--- src/rtl/sprite_pkg.sv ---
// Shared types and defaults for the sprite layers.
// Latency: n/a (types only).
// Backpressure: n/a.
package sprite_pkg;

  localparam int         CW_DEF     = 11;
  localparam logic [7:0] TRANSP_DEF = 8'hFF;

  // One pixel as it leaves the sprite layers: {R[2:0], G[2:0], B[1:0]}.
  typedef struct packed {
    logic [2:0] r;
    logic [2:0] g;
    logic [1:0] b;
  } rgb332_t;

  // Screen coordinate at the default coordinate width.
  typedef logic [CW_DEF-1:0] coord_t;

endpackage

--- src/rtl/sprite_addr_gen.sv ---
// Window compare plus multiplier-free sprite ROM address generator.
// Latency: in_win combinational from hc/vc; rom_addr registered, 1 cycle after hc/vc.
// Backpressure: none; one address per clock, never stalls.
// Ports: clk/rst_n; hc/vc scan coordinates; act_x/act_y active sprite origin;
//        enable gates the window (low until a frame has started); frame_start clears
//        the row accumulator; in_win stage-0 window flag; rom_addr registered address.
module sprite_addr_gen
  import sprite_pkg::*;
#(
  parameter int IMG_W = 360,
  parameter int IMG_H = 60,
  parameter int CW    = CW_DEF,
  parameter int AW    = $clog2(IMG_W*IMG_H)
)(
  input  logic          clk,
  input  logic          rst_n,
  input  logic [CW-1:0] hc,
  input  logic [CW-1:0] vc,
  input  logic [CW-1:0] act_x,
  input  logic [CW-1:0] act_y,
  input  logic          enable,
  input  logic          frame_start,
  output logic          in_win,
  output logic [AW-1:0] rom_addr
);

  localparam logic [CW:0] W_EXT = (CW+1)'(IMG_W);
  localparam logic [CW:0] H_EXT = (CW+1)'(IMG_H);

  // One extra bit so a sprite hanging off the right/bottom edge saturates
  // past the coordinate range instead of wrapping back to column/line 0.
  logic [CW:0]   hc_e, vc_e, x_lo, x_hi, x_last, y_lo, y_hi;
  logic [CW-1:0] col;
  logic [AW-1:0] row_base;

  assign hc_e   = {1'b0, hc};
  assign vc_e   = {1'b0, vc};
  assign x_lo   = {1'b0, act_x};
  assign y_lo   = {1'b0, act_y};
  assign x_hi   = x_lo + W_EXT;
  assign y_hi   = y_lo + H_EXT;
  assign x_last = x_hi - (CW+1)'(1);
  assign col    = hc - act_x;

  assign in_win = enable & (hc_e >= x_lo) & (hc_e < x_hi)
                         & (vc_e >= y_lo) & (vc_e < y_hi);

  // row_base holds (vc-act_y)*IMG_W; it steps by IMG_W after the last
  // column of each sprite line, so the address needs only an adder.
  always_ff @(posedge clk or negedge rst_n) begin
    if (!rst_n) begin
      row_base <= '0;
      rom_addr <= '0;
    end else begin
      if (frame_start)
        row_base <= '0;
      else if (in_win && (hc_e == x_last))
        row_base <= row_base + AW'(IMG_W);
      rom_addr <= in_win ? (row_base + AW'(col)) : '0;
    end
  end

endmodule

--- src/rtl/sprite_blitter.sv ---
// Movable sprite layer: ROM fetch, transparency key, tear-free position update.
// Latency: hc/vc to pix_rgb/pix_valid is ROM_LAT+2 cycles, fixed.
// Backpressure: none; free-running pixel pipeline with no stalls.
// Ports: clk, rst_n (async, active low); hc/vc scan position; frame_start pulse
//        before a frame's first pixel; pos_x_in/pos_y_in/pos_we shadow position write;
//        rom_addr/rom_data external synchronous ROM; pix_rgb/pix_valid output pixel.
// Optional build macro SPRITE_BLINK_EN adds BLINK_FRAMES and a blinking sprite.
module sprite_blitter
  import sprite_pkg::*;
#(
  parameter int         IMG_W        = 360,
  parameter int         IMG_H        = 60,
  parameter int         X0           = 140,
  parameter int         Y0           = 210,
  parameter int         CW           = CW_DEF,
  parameter int         ROM_LAT      = 1,
  parameter logic [7:0] TRANSP_KEY   = TRANSP_DEF,
`ifdef SPRITE_BLINK_EN
  parameter int         BLINK_FRAMES = 30,
`endif
  parameter int         AW           = $clog2(IMG_W*IMG_H)
)(
  input  logic          clk,
  input  logic          rst_n,
  input  logic [CW-1:0] hc,
  input  logic [CW-1:0] vc,
  input  logic          frame_start,
  input  logic [CW-1:0] pos_x_in,
  input  logic [CW-1:0] pos_y_in,
  input  logic          pos_we,
  output logic [AW-1:0] rom_addr,
  input  logic [7:0]    rom_data,
  output logic [7:0]    pix_rgb,
  output logic          pix_valid
);

  logic [CW-1:0] shadow_x, shadow_y, act_x, act_y;
  logic          armed;
  logic          in_win;
  logic          visible;
  logic [ROM_LAT:0] win_p;
  logic          win_d;
  logic          pix_vld_nxt;
  rgb332_t       pix_q;

  // Active position only moves on frame_start. armed stays low after reset
  // until a frame has properly begun, so a reset mid-frame cannot emit
  // pixels addressed from a row_base that missed the top of the sprite.
  always_ff @(posedge clk or negedge rst_n) begin
    if (!rst_n) begin
      shadow_x <= CW'(X0);
      shadow_y <= CW'(Y0);
      act_x    <= CW'(X0);
      act_y    <= CW'(Y0);
      armed    <= 1'b0;
    end else begin
      if (pos_we) begin
        shadow_x <= pos_x_in;
        shadow_y <= pos_y_in;
      end
      if (frame_start) begin
        act_x <= pos_we ? pos_x_in : shadow_x;
        act_y <= pos_we ? pos_y_in : shadow_y;
        armed <= 1'b1;
      end
    end
  end

`ifdef SPRITE_BLINK_EN
  localparam int BW = (BLINK_FRAMES > 1) ? $clog2(BLINK_FRAMES) : 1;
  logic [BW-1:0] blink_cnt;

  // Frames are counted from the first frame_start after reset, so frames
  // 0..BLINK_FRAMES-1 are visible, the next BLINK_FRAMES hidden, and so on.
  always_ff @(posedge clk or negedge rst_n) begin
    if (!rst_n) begin
      blink_cnt <= '0;
      visible   <= 1'b1;
    end else if (frame_start && armed) begin
      if (blink_cnt == BW'(BLINK_FRAMES-1)) begin
        blink_cnt <= '0;
        visible   <= ~visible;
      end else begin
        blink_cnt <= blink_cnt + BW'(1);
      end
    end
  end
`else
  assign visible = 1'b1;
`endif

  sprite_addr_gen #(
    .IMG_W (IMG_W),
    .IMG_H (IMG_H),
    .CW    (CW),
    .AW    (AW)
  ) u_addr_gen (
    .clk         (clk),
    .rst_n       (rst_n),
    .hc          (hc),
    .vc          (vc),
    .act_x       (act_x),
    .act_y       (act_y),
    .enable      (armed),
    .frame_start (frame_start),
    .in_win      (in_win),
    .rom_addr    (rom_addr)
  );

  // Visibility is folded into the window flag at stage 0 so a hidden sprite
  // still drives addresses, and blink changes land exactly on frame edges.
  always_ff @(posedge clk or negedge rst_n) begin
    if (!rst_n)
      win_p <= '0;
    else
      win_p <= {win_p[ROM_LAT-1:0], in_win & visible};
  end

  assign win_d       = win_p[ROM_LAT];
  assign pix_vld_nxt = win_d & (rom_data != TRANSP_KEY);

  always_ff @(posedge clk or negedge rst_n) begin
    if (!rst_n) begin
      pix_valid <= 1'b0;
      pix_q     <= '0;
    end else begin
      pix_valid <= pix_vld_nxt;
      pix_q     <= pix_vld_nxt ? rgb332_t'(rom_data) : '0;
    end
  end

  assign pix_rgb = pix_q;

endmodule
--- config.mk ---
export PLATFORM = sky130hd
export DESIGN_NAME = sprite_blitter
export DESIGN_NICKNAME = d
export VERILOG_FILES = /design/src/rtl/sprite_pkg.sv /design/src/rtl/sprite_addr_gen.sv /design/src/rtl/sprite_blitter.sv
export SDC_FILE = /design/constraint.sdc
export NUM_CORES = 1
export LEC_CHECK = 0
export CORE_ASPECT_RATIO = 0.75
export CORE_MARGIN = 10
export CORE_UTILIZATION = 35
export DETAILED_ROUTE_END_ITERATION = 8
export SETUP_SLACK_MARGIN = 0.5
export SKIP_CTS_REPAIR_TIMING = 1
export SYNTH_ARGS = -nofsm -noshare
export SYNTH_HDL_FRONTEND = slang
export SYNTH_HIERARCHICAL = 1
export SYNTH_SLANG_ARGS = --single-unit
--- constraint.sdc ---
create_clock -name clk -period 4.07 [get_ports clk]
set_clock_uncertainty 0.1 [all_clocks]
set_input_delay 0.814 -clock clk [delete_from_list [all_inputs] [get_ports clk]]
set_output_delay 0.814 -clock clk [all_outputs]
set_load 0.005 [all_outputs]
* Word-level counts from Yosys, hierarchy flattened
Cells that the tools add are included.
** Storage, ports and cells
- Register bits :: 86
- Bits in latches :: 0
- RAM bits :: 0
- Bits in read-only memories :: 0
- Output and inout bits :: 24
- Logic and storage cells :: 37
- Memories kept :: 0
** Cells by class
- $add $sub $neg :: 6
- Multiply operators :: 0
- Div/mod/pow operators :: 0
- $lt $le $gt $ge :: 4
- Equal/unequal tests :: 2
- Shift-type cells :: 0
- Multiplexer cells :: 6
- Bitwise operators :: 5
- Reductions and logical operators :: 2
** Operators with widths (number)
- $mux 15 :: 3
- $lt 11x12->1 :: 2
- $ge 11x11->1 :: 2
- $mux 11 :: 2
- $add 15x11->15 :: 1
- $add 15x9->15 const B :: 1
- $add 11x6->12 const B :: 1
- $add 11x9->12 const B :: 1
- $eq 11x12->1 :: 1
- $sub 12x1->12 const B :: 1
- $sub 11x11->11 :: 1
- $mux 8 :: 1
- $ne 8x8->1 const B :: 1
- $and 1x1->1 :: 5
- $reduce_bool 2->1 :: 1
- $logic_and 1x1->1 :: 1

* Logic depth before layout (Yosys ltp)
- Depth in word-level cells :: 8
- Gate-level depth with buffers :: 18

* By module
The synthesis kept the hierarchy.
** By module, submodules not included
- sprite_addr_gen :: times used 1, cells each 453, area each 3692.3 µm²
- sprite_blitter :: times used 1, cells each 127, area each 2209.6 µm²

* Least setup slack after synthesis
No wires, ideal clock.
- Path kind :: input to register
- Start point :: in hc[0]
- End point :: reg u_addr_gen.rom_addr[14]
- Data arrival time :: 4087 ps
- Slack :: -199 ps
- Stages :: 18
- Cell sequence :: inv_1 > ha_1 > inv_1 > fa_1 > a21o_1 > a21oi_1 > o21ai_0 > a21oi_1 > o21bai_1 > a21oi_1 > nor4bb_1 > a211o_1 > ha_1 > and3_1 > a21oi_1 > o21ai_0 > or3b_2 > a31oi_1
** On the way
- Cells in the longest elaborated chain, start to end :: 6
- Elaborated cells on any way between the ends :: 9
- Those cells by class :: add/sub: 2; order compare: 2; mux: 1; bitwise: 4
** Ends and longest elaborated chain
- start: declaration :: RTL line sprite_blitter.sv:25 : input logic [CW-1:0] hc,
- branches (longest 5 deep; another with $add 15x11->15)
- $mux 15 * :: RTL line sprite_addr_gen.sv:59 : rom_addr <= in_win ? (row_base + AW'(col)) : '0;
- end signal: assignment :: RTL line sprite_addr_gen.sv:59
- end: declaration :: RTL line sprite_addr_gen.sv:24 : output logic [AW-1:0] rom_addr
Every way passes the cells marked *.
A chain may end at the register's enable or synchronous reset.

* Final worst setup path
- Start point :: in hc[1]
- End point :: reg u_addr_gen.rom_addr[14]
Same word-level chain as after synthesis.

==> PnR_summary.wiki <==
{| class="wikitable"
! Metric !! Value
|-
| Power Dens Cells || 393 nW/um2
|-
| Clock input transition at the sequential cells of the worst setup and hold paths || 70 ps
|-
| Status || completed
|-
| WL/cell || around 16 um
|-
| Largest stage delay on the critical path || between 300 and 400 ps
|-
| Synthesized area per cell || just over 10 um2
|-
| Cell with the most instances after synthesis || sky130_fd_sc_hd__dfrtp_1
|-
| Most used cell, CP || sky130_fd_sc_hd__o21a_1
|-
| HPWL reported at the end of detailed placement || approximately 11 mm
|-
| Die span in y || approximately 130 um
|-
| Synth cell count leaders || 69 x sky130_fd_sc_hd__dfrtp_1, 51 x sky130_fd_sc_hd__nor2_1, 48 x sky130_fd_sc_hd__ha_1, 40 x sky130_fd_sc_hd__mux2_4, 35 x sky130_fd_sc_hd__inv_1
|-
| Chip width || roughly 170 um
|-
| Sum of routed wire length over all layers || approximately 15 mm
|-
| Biggest area contributors in the synthesized netlist || sky130_fd_sc_hd__dfrtp_1 29%, sky130_fd_sc_hd__ha_1 10%, sky130_fd_sc_hd__mux2_4 10%
|-
| H-Tree Level Count || 3
|-
| Area Overhead vs Synth || 35.1%
|-
| Post-Synthesis Cells || 580
|-
| Startpoint type of the worst setup path || input pin
|-
| Dpl ws || -461 ps
|-
| Transition at the pin with the smallest max-transition slack || between 1000 and 1500 ps
|-
| Count of input and output buffers || 79
|-
| Met3 Resource Use GR || 0.0309
|-
| Number of nets produced by synthesis || 685
|-
| Worst hold path type || flop to flop
|-
| Number of placed instances with taps included || about 900
|-
| Total gr overflow || 0
|-
| Syn. warnings || 6
|-
| Final sum of negative setup slack || 0 ps
|-
| Residual DRC || 0
|-
| Number of CTS-inserted buffers || 9
|-
| WP data required || between 4000 and 5000 ps
|-
| I/O pin cnt || 80
|-
| Antenna fix cells || 0
|-
| Met2 track utilization from global routing || 0.211
|-
| Total via count in the routed design || 4,791
|-
| Clock tree from TritonCTS || built
|-
| Violation count after the first detailed-route iteration || ~260
|-
| Multi-input gate area || between 3000 and 4000 um2
|-
| Maximum fanout along the worst path || 4
|-
| Via density per instance || slightly above 5
|-
| Portion of the post-synthesis area used by sequential elements || 0.355
|-
| Max capacitance violation total || 0
|-
| Category of the most critical setup path || input pin to flop
|-
| Die outline area || ~23,000 um2
|-
| Final Hold Violating Endpoints || 0
|-
| Combined global-route utilization of all metal layers || 0.134
|-
| WP data arrival || 4010 ps
|-
| Leakage power || between 3 and 4 nW
|-
| Worst path cell trace || dlymetal6s2s_1, ha_1, nor2b_1, o31a_1, o21ai_2, a21boi_2, o21a_1, o21a_1, o21a_1, o311a_1, ha_4, and3_4, a21oi_4, o21ai_4, or3b_4, a31oi_1
|-
| Initial core utilization || 0.354
|-
| Highest clock rate || 260 MHz
|-
| Sink Count || slightly above 80
|-
| Primary FF master, synth || sky130_fd_sc_hd__dfrtp_1
|-
| Pin count of the biggest net entering global routing || 84
|-
| Placeable core region || 16,700 um2
|-
| Fraction of layout cells with a size suffix above 1 || 0.298
|-
| Row Count || 41
|-
| Final ANT Viol Nets || 0
|-
| Peak supply drop || approximately 0.23 mV
|-
| Root Driver || sky130_fd_sc_hd__clkbuf_16
|-
| Vias in the first global route || around 5.0k
|-
| Ys async rst share || 1.00
|-
| Critical path capture point type || flop
|-
| Setup slack of the critical path after layout || around 230 ps
|-
| Fraction of post-synthesis cell area in the top cell type by area || 0.293
|-
| CP max stage cell || sky130_fd_sc_hd__or3b_4
|-
| Total chip power || around 0.0031 W
|-
| Final-layout worst hold slack || around 250 ps
|-
| Final-stage net count || a little over 800
|-
| Latest clock arrival within the worst-skew pair || ~340 ps
|-
| CTS Buffer Depth || 2
|-
| Count of final max-slew check failures || 0
|-
| Number of detailed-route iterations in the first pass || 4
|-
| RSZ-0062 raised after global routing || true
|-
| Layout Cells excl Fill || 929
|-
| Fill cell instance count of the final layout || around 1.5k
|-
| Antenna violations before repair || 0
|-
| Count of cell types in the netlist || 70
|-
| Cell area after synthesis || approximately 5900 um2
|-
| Period minus WS final || 3840 ps
|-
| Met1 global-route usage || 0.177
|-
| Number of setup violations in the final report || 0
|-
| Most used routing layer in global routing || met2
|-
| Area occupied by registers || between 2000 and 2500 um2
|-
| Number of enable flip-flop cells after synthesis || 0
|-
| Remaining max-slew budget at the tightest pin || 0.216
|-
| Number of synthesized register bits || 83
|-
| Final critical-path share of the clock period || 0.943
|-
| Cell accounting for the most synthesized area || sky130_fd_sc_hd__dfrtp_1
|-
| Wire length of the first global-routing pass || between 20 and 25 mm
|-
| Gpl congestion || about 0.88
|}
[power breakdown]
part	switching [W]	internal (W)	total (W)
Sequential	0.0000725	0.000917	0.000989
Clock	0.000348	0.000541	0.000889
Combinational	0.000614	0.000640	0.00125
Total	0.00104	0.00210	0.00313
[final timing paths]
path	startpoint	to	slack, ps	cells past startpoint
max reg2reg	act_x[1]	u_addr_gen/rom_addr[14]	300	16
min in group asynchronous	rst_n	pix_rgb[3]	550	1
max	hc[1]	u_addr_gen/rom_addr[14]	230	16
min reg2reg	win_p[0]	win_p[1]	250	0
max in group asynchronous	rst_n	shadow_x[5]	2640	1
min	win_p[0]	win_p[1]	250	0
[per-layer routing]
layer | vias to the layer above | share of wire
met4 | 0 | 0.012
met5 | - | 0
met1 | 2338 | 0.48
met2 | 96 | 0.46
met3 | 13 | 0.047
li1 | 2344 | -
[kinds of logic (layout without fill, tap and decap cells)]
logic type,count (synthesis),in the layout,share of synthesized area
AOI/OAI and AO/OA,120,120,0.134
xor gates and xnor gates,33,33,0.0513
adders and majority gates,49,49,0.105
buffers and inverters,59,193,0.0464
DFF,83,83,0.355
muxes,58,58,0.136
other,1,1,0.000635
and+or+nand+nor,177,177,0.172
[flip-flops by register name, summed over array words and instances, names as in the netlist]
name                 cells
u_addr_gen/rom_addr     15
u_addr_gen/row_base     12
act_x                   11
act_y                   11
shadow_x                11
shadow_y                11
pix_rgb                  8
win_p                    2
armed                    1
pix_valid                1
[placed cells by master (no fill, tap or decap), drive strengths merged, types with 18 or more instances in the layout]
cell type / count
dfrtp: 69
nor2: 51
nand2: 27
nor2b: 18
a21oi: 33
ha: 48
o21ai: 21
clkdlybuf4s50: 73
buf: 65
mux2: 56
inv: 38
xnor2: 26
[critical path: cells and delay by family]
kind	cells	cell delay (ps)
AOI/OAI and AO/OA	10	1870
buffers and inverters	1	130
adders and majority gates	2	510
and+or+nand+nor	3	680
[per-stage QoR]
step	cell area, um2	util
after global routing	7970	0.478
after floorplan	5990	-
final	7970	0.478
after CTS	7590	0.455
after global placement	7260	0.436
after detailed placement	7260	0.436
[layout make-up]
class                      count  area share
sequential                    83       0.263
multi-input combinational    438       0.482
tap                          215      0.0337
inverter                      36      0.0188
clock buffer                   9      0.0282
clock inverter                 7      0.0122
timing repair buffer         141       0.161
Note: power is estimated with default switching activity, not from simulation.
